==> src/rtl/program_loader.sv <==
// Receives a framed program image over a byte stream, writes it into instruction
// memory with the CPU stalled, then loads the entry PC once the checksum matches.
module program_loader #(
  parameter int ADDR_W  = 8,
  parameter int CSUM_EN = 1
) (
  input  logic              clk,
  input  logic              reset,
  input  logic              start,
  input  logic [7:0]        byte_in,
  input  logic              byte_valid,
  output logic              byte_ready,
  output logic              imem_we,
  output logic [ADDR_W-1:0] imem_addr,
  output logic [7:0]        imem_wdata,
  output logic              cpu_stall,
  output logic              pc_load_n,
  output logic [ADDR_W-1:0] pc_load_val,
  output logic              busy,
  output logic              done,
  output logic              err,
  output logic [2:0]        fsm_state
);

  localparam logic [2:0] S_IDLE      = 3'd0;
  localparam logic [2:0] S_HDR_BASE  = 3'd1;
  localparam logic [2:0] S_HDR_LEN   = 3'd2;
  localparam logic [2:0] S_HDR_ENTRY = 3'd3;
  localparam logic [2:0] S_DATA      = 3'd4;
  localparam logic [2:0] S_CSUM      = 3'd5;
  localparam logic [2:0] S_LOAD_PC   = 3'd6;

  // Stream handshake: a byte transfers on a rising edge where byte_valid and
  // byte_ready are both high; byte_ready is registered and high only in receive states.
  logic [2:0]        state;
  logic [ADDR_W-1:0] ptr;
  logic [7:0]        count;
  logic [7:0]        csum;
  logic              take;

  assign take      = byte_valid && byte_ready;
  assign fsm_state = state;

  always_ff @(posedge clk) begin
    if (reset) begin
      state       <= S_IDLE;
      ptr         <= '0;
      count       <= 8'd0;
      csum        <= 8'd0;
      byte_ready  <= 1'b0;
      imem_we     <= 1'b0;
      imem_addr   <= '0;
      imem_wdata  <= 8'd0;
      cpu_stall   <= 1'b0;
      pc_load_n   <= 1'b1;
      pc_load_val <= '0;
      busy        <= 1'b0;
      done        <= 1'b0;
      err         <= 1'b0;
    end else begin
      imem_we   <= 1'b0;
      done      <= 1'b0;
      pc_load_n <= 1'b1;
      case (state)
        S_IDLE: begin
          if (start) begin
            state      <= S_HDR_BASE;
            byte_ready <= 1'b1;
            busy       <= 1'b1;
            cpu_stall  <= 1'b1;
            err        <= 1'b0;
            csum       <= 8'd0;
          end
        end
        S_HDR_BASE: begin
          if (take) begin
            ptr   <= ADDR_W'(byte_in);
            csum  <= csum ^ byte_in;
            state <= S_HDR_LEN;
          end
        end
        S_HDR_LEN: begin
          if (take) begin
            count <= byte_in;
            csum  <= csum ^ byte_in;
            state <= S_HDR_ENTRY;
          end
        end
        S_HDR_ENTRY: begin
          if (take) begin
            pc_load_val <= ADDR_W'(byte_in);
            csum        <= csum ^ byte_in;
            state       <= (count != 8'd0) ? S_DATA : S_CSUM;
          end
        end
        S_DATA: begin
          // The write lands one cycle after the byte is accepted.
          if (take) begin
            imem_we    <= 1'b1;
            imem_addr  <= ptr;
            imem_wdata <= byte_in;
            ptr        <= ptr + ADDR_W'(1);
            count      <= count - 8'd1;
            csum       <= csum ^ byte_in;
            if (count == 8'd1) state <= S_CSUM;
          end
        end
        S_CSUM: begin
          if (take) begin
            byte_ready <= 1'b0;
            if ((byte_in == csum) || (CSUM_EN == 0)) begin
              state     <= S_LOAD_PC;
              pc_load_n <= 1'b0;
            end else begin
              state     <= S_IDLE;
              err       <= 1'b1;
              busy      <= 1'b0;
              cpu_stall <= 1'b0;
            end
          end
        end
        S_LOAD_PC: begin
          state     <= S_IDLE;
          done      <= 1'b1;
          busy      <= 1'b0;
          cpu_stall <= 1'b0;
        end
        default: begin
          state      <= S_IDLE;
          byte_ready <= 1'b0;
          busy       <= 1'b0;
          cpu_stall  <= 1'b0;
        end
      endcase
    end
  end

endmodule

==> config.mk <==
export PLATFORM = sky130hd
export DESIGN_NAME = program_loader
export DESIGN_NICKNAME = d
export VERILOG_FILES = /design/src/rtl/program_loader.sv
export SDC_FILE = /design/constraint.sdc
export NUM_CORES = 1
export LEC_CHECK = 0
export ABC_AREA = 1
export BUFFER_PORTS_ARGS = -buffer_cell sky130_fd_sc_hd__buf_2
export CAP_MARGIN = 20
export CORE_MARGIN = 2
export CORE_UTILIZATION = 45
export CTS_BUF_LIST = sky130_fd_sc_hd__clkbuf_4
export DETAILED_ROUTE_END_ITERATION = 10
export HOLD_SLACK_MARGIN = 0.03
export PLACE_DENSITY = 0.66
export RECOVER_POWER = 25
export SLEW_MARGIN = 10
export SYNTH_ARGS = -nofsm -noshare
export SYNTH_HDL_FRONTEND = slang
export SYNTH_SLANG_ARGS = --single-unit
==> constraint.sdc <==
create_clock -name clk -period 1.8 [get_ports clk]
set_clock_uncertainty 0.2 [all_clocks]
set_input_delay 0.09 -clock clk [delete_from_list [all_inputs] [get_ports clk]]
set_output_delay 0.09 -clock clk [all_outputs]
set_load 0.1 [all_outputs]
# [Word-level counts from Yosys, hierarchy flattened]
# Cells that the tools add are included.
[totals] reg_bits=57 latchBits=0 ramBits=0 rom_bits=0 memories=0
[classes] addsub=2 mul=0 div=0 order_cmp=0 n_eq_ne=17 n_shift=0 muxes=31 n_bitwise=6 reduce_logical=20
[ops] operator="$pmux W8 S2" count=3
[ops] operator="$mux W8" count=5
[ops] operator="$mux W3" count=8
[ops] operator="$pmux W3 S6" count=1
[ops] operator="$ne A2 B2 Y1 const B" count=8
[ops] operator="$reduce_and A3 Y1" count=4
[ops] operator="$mux W1" count=11
[ops] operator="$eq A3 B3 Y1 const B" count=3
[ops] operator="$add A8 B1 Y8 const B" count=1
[ops] operator="$eq A8 B1 Y1 const B" count=1
[ops] operator="$eq A8 B8 Y1" count=1
[ops] operator="$reduce_and A4 Y1" count=2
[ops] operator="$reduce_bool A2 Y1" count=4
[ops] operator="$reduce_bool A8 Y1" count=1
[ops] operator="$sub A8 B1 Y8 const B" count=1
[ops] operator="$xor A8 B8 Y8" count=1
[ops] operator="$reduce_and A7 Y1" count=1
[ops] operator="$eq A3 B2 Y1 const B" count=2
[ops] operator="$pmux W1 S3" count=2
[ops] operator="$not A1 Y1" count=5
[ops] operator="$reduce_or A5 Y1" count=1
[ops] operator="$reduce_and A2 Y1" count=2
[ops] operator="$reduce_or A4 Y1" count=1
[ops] operator="$eq A3 B1 Y1 const B" count=1
[ops] operator="other kinds (6)" count=6

# [Depth between registers and ports, before layout]
[logic_depth] word_depth=4 ltp_mapped=12 mapped_depth_nobuf=11

# [Worst setup path before layout]
# No wires, ideal clock.
[synth_timing] path_kind="flip-flop to flip-flop" from="register state[1], in the netlist fsm_state[1]" to="register csum[0]" t_arrival_ps=2002 required_time_ps=1487 path_slack_ps=-515 path_stages_with_launch=11 n_path_buf=1 period_less_slack_ps=2315 cell_sequence="dfxtp_1 > buf_4 > nand3_2 > nand2_4 > clkinv_4 > nand2_4 > nand2_4 > nand2_8 > clkinv_8 > nor2_1 > nor2_1"
[synth_between] elab_chain_len=4 elab_cells_between_ends=11 cone_classes="6 x eq/ne; 1 x mux; 4 x reduce/logical"
[synth_lines] element="start: declaration" line="35" source="logic [2:0] state;"
[synth_lines] element="start signal: assignment" line="93" source="state <= (count != 8'd0) ? S_DATA : S_CSUM;"
[synth_lines] element="$eq A3 B3 Y1 (tied with other cells)" line="64" source="case (state)"
[synth_lines] element="$reduce_or A4 Y1 (no line)"
[synth_lines] element="$ne A2 B1 Y1 (no line) or $reduce_bool A2 Y1 (tied branches)"
[synth_lines] element="$reduce_and A3 Y1 (no line)"
[synth_lines] element="end signal: assignment" line="78" source="csum <= csum ^ byte_in;"
[synth_lines] element="end signal: assignment" line="85" source="csum <= csum ^ byte_in;"
[synth_lines] element="end signal: assignment" line="92" source="csum <= csum ^ byte_in;"
[synth_lines] element="end: declaration" line="38" source="logic [7:0] csum;"
# Several ways; a longest one is shown, not always the timed one.
# A chain may end at the register's enable or synchronous reset.

# [Worst setup path in the final report]
[layout_timing] from="register state[1], in the netlist fsm_state[1]" to="register ptr[2]"
[layout_between] elab_chain_len=3 elab_cells_between_ends=7 cone_classes="4 x eq/ne; 1 x mux; 2 x reduce/logical"
[layout_lines] element="$eq A3 B1 Y1 or $eq A3 B3 Y1 (tied branches)" line="64"
[layout_lines] element="$ne A2 B2 Y1 (no line) or $reduce_bool A2 Y1 (tied branches)"
[layout_lines] element="$reduce_and A3 Y1 (no line)"
[layout_lines] element="end signal: assignment" line="77" source="ptr <= ADDR_W'(byte_in);"
[layout_lines] element="end signal: assignment" line="102" source="ptr <= ptr + ADDR_W'(1);"
[layout_lines] element="end: declaration" line="36" source="logic [ADDR_W-1:0] ptr;"
# Several ways; a longest one is shown, not always the timed one.

==> impl_metrics.json <==
{
  "status": "finished, final reports clean",
  "synth_seq_area_share": 0.397,
  "root_buffer": "clkbuf_4",
  "synthArstFlopShare": 0,
  "htree_levels": 3,
  "area_delta_synth_final_pct": 19.4,
  "synth_area_leader_cell": "dfxtp_1",
  "layout.nets": 474,
  "grt_pass1_vias": 2573,
  "clock_latency_ns": 0.42,
  "path_clk_slew_ns": 0.11,
  "fin_ws_ns": 0.116,
  "grt_first_pass_wirelength_um": 12200,
  "avgSynthCellArea_um2": 7.25,
  "syn_inst": 397,
  "coreArea_mm2": 0.00628,
  "hold_viol_final": 0,
  "grt.total_usage": 0.216,
  "cts_setup_buffers": 0,
  "worstSetupPathType": "flop to flop",
  "ys_ff_latch": 57,
  "arrival_ns": 1.80,
  "fmax_mhz": 594,
  "ff_latch_area_mm2": 0.00116,
  "vias": 2739,
  "max-vdd-ir-drop_uv": 885,
  "n_fill_cell": 593,
  "hp-class": "input port to flop",
  "post-route-period-util": 0.936,
  "max_slew_margin": 0.671,
  "stdcell_area_mm2": 0.00344,
  "multiInputGateArea_mm2": 0.00147,
  "synth_area_leaders": "dfxtp_1, o21ai_0, nand2_1, nor2_1, a21oi_1",
  "hold_ws_ns": 0.0434,
  "synth_top_flop_cell": "dfxtp_1",
  "first_pass_iters": 4,
  "setup_violations": 0,
  "route.detailed.drc": 0,
  "ant_nets": 0,
  "gp_congestion": 0.843,
  "die-area_mm2": 0.00705,
  "rsz0062_at_grt": "false",
  "numClockSinks": 57,
  "wirelength_um": 7160,
  "startpoint_type": "flop",
  "die_h_um": 84.0,
  "fin_crit_ns": 1.68,
  "maxCapViolations": 0,
  "ys_warn_count": 0,
  "fp-row-count": 29,
  "leakage_uw": 0.00162,
  "dp_slack_ns": 0.114,
  "synth_nets": 413,
  "dp_hpwl_um": 5020,
  "io_pins": 46,
  "drt_iter0_markers": 108,
  "synth.cell_area_mm2": 0.00288,
  "cts_buffers": 9,
  "maxSlewViolCount": 0,
  "grt-ovfl-total": 0,
  "yosysUniqueCellTypes": 36,
  "initial_core_util": 0.458,
  "avgRoutedWirePerCell_um": 13.3,
  "worstMarginPinSlew_ns": 0.497,
  "synth_top_area_frac": 0.397,
  "synth_common_cells": "nand2_1, nor2_1, dfxtp_1, o21ai_0, inv_1",
  "cts.path.max_buffers": 2,
  "yosysMostFrequentCell": "nand2_1",
  "antenna_cells": 0,
  "antenna_found_initial": 0,
  "fp.dieW_um": 84.0,
  "synth_edf_count": 0,
  "grt_max_degree": 49,
  "critical_path.max_fanout": 16,
  "viasPerCell": 5.07,
  "drive_above_1_share": 0.235,
  "cp.required_ns": 1.92,
  "cp-end-kind": "flop",
  "dpl_cell_area_mm2": 0.00321,
  "port-buffer-count": 45,
  "cts_tree": "yes",
  "power_density_mw_per_mm2": 1270
}
[through the flow]
step	instances	total power (uW)	setup TNS, ns	util
after floorplan	397	3250	-0.0747	-
after global placement	514	3510	0	0.511
after detailed placement	514	3540	0	0.511
after CTS	540	4370	0	0.546
after global routing	540	4670	0	0.547
final	540	4370	0	0.547
[area by class of cell]
type / count / share of cell area
clock inverter: 7 / 0.0135
timing repair buffer: 65 / 0.120
sequential: 57 / 0.336
inverter: 44 / 0.0546
tap: 77 / 0.0280
clock buffer: 9 / 0.0197
multi-input combinational: 281 / 0.428
[power breakdown]
part	internal [uW]	total [uW]	switching [uW]	leakage, uW
Combinational	550	1960	1410	0.00109
Sequential	1430	1600	177	0.000465
Clock	280	810	530	0.0000597
Total	2260	4370	2110	0.00162
[what timing repair did]
item / 4_1_cts / 5_1_grt
hold buffers: 10 / 0
gates resized for setup: 0 / 4
endpoints found under the hold margin: 43 / 0
setup endpoints to repair: 0 / 4
[per-layer routing]
metal | up-vias | wire length (um) | track usage | part of all wire
met5 | - | 0 | 0 | 0
met4 | 0 | 157 | 0.0997 | 0.022
met3 | 13 | 391 | 0.0554 | 0.055
met2 | 73 | 3230 | 0.333 | 0.45
met1 | 1235 | 3380 | 0.284 | 0.47
li1 | 1418 | - | - | -
[cell usage in the layout, fill, tap and decap left out, types with 10 or more instances in the layout]
cell type	netlist	final
buf_2	4	45
a21oi_1	36	36
inv_1	37	36
o21ai_0	51	50
dlygate4sd3_1	0	10
nand2_1	63	63
nor2_1	62	61
o21ai_1	11	12
dfxtp_1	57	53
[worst max-delay path: stages (launching register included)]
cell	delay (ns)
dfxtp_4	0.41
nor2_4	0.20
nand2_8	0.15
a21oi_4	0.35
inv_1	0.12
nor2_1	0.13
nor2_1	0.04
[registers in the layout (all words and copies together), names as in the netlist]
name and count:
byte_ready 1, busy 1, err 1, csum 8, imem_we 1, imem_addr 8, count 8, imem_wdata 8
ptr 8, pc_load_val 8, done 1, fsm_state 3, pc_load_n 1
[logic make-up after synthesis]
family          Yosys count  share of synthesized area
flops                    57                      0.397
buf+inv                  59                     0.0970
fa+ha+maj                 4                     0.0174
compound gates          109                      0.203
simple gates            165                      0.277
xor+xnor                  3                    0.00913
[final timing paths]
kind,start,endpoint,slack [ns],cells after the start
min reg2reg,err$_SDFFE_PP0P_,err$_SDFFE_PP0P_,0.27,2
max,fsm_state[1]$_SDFFE_PP0P_,ptr[2]$_SDFFE_PP0P_,0.12,6
min,byte_valid,pc_load_n$_SDFF_PP1_,0.04,4
max reg2reg,fsm_state[1]$_SDFFE_PP0P_,ptr[2]$_SDFFE_PP0P_,0.12,6
Note: power is estimated with default switching activity, not from simulation.
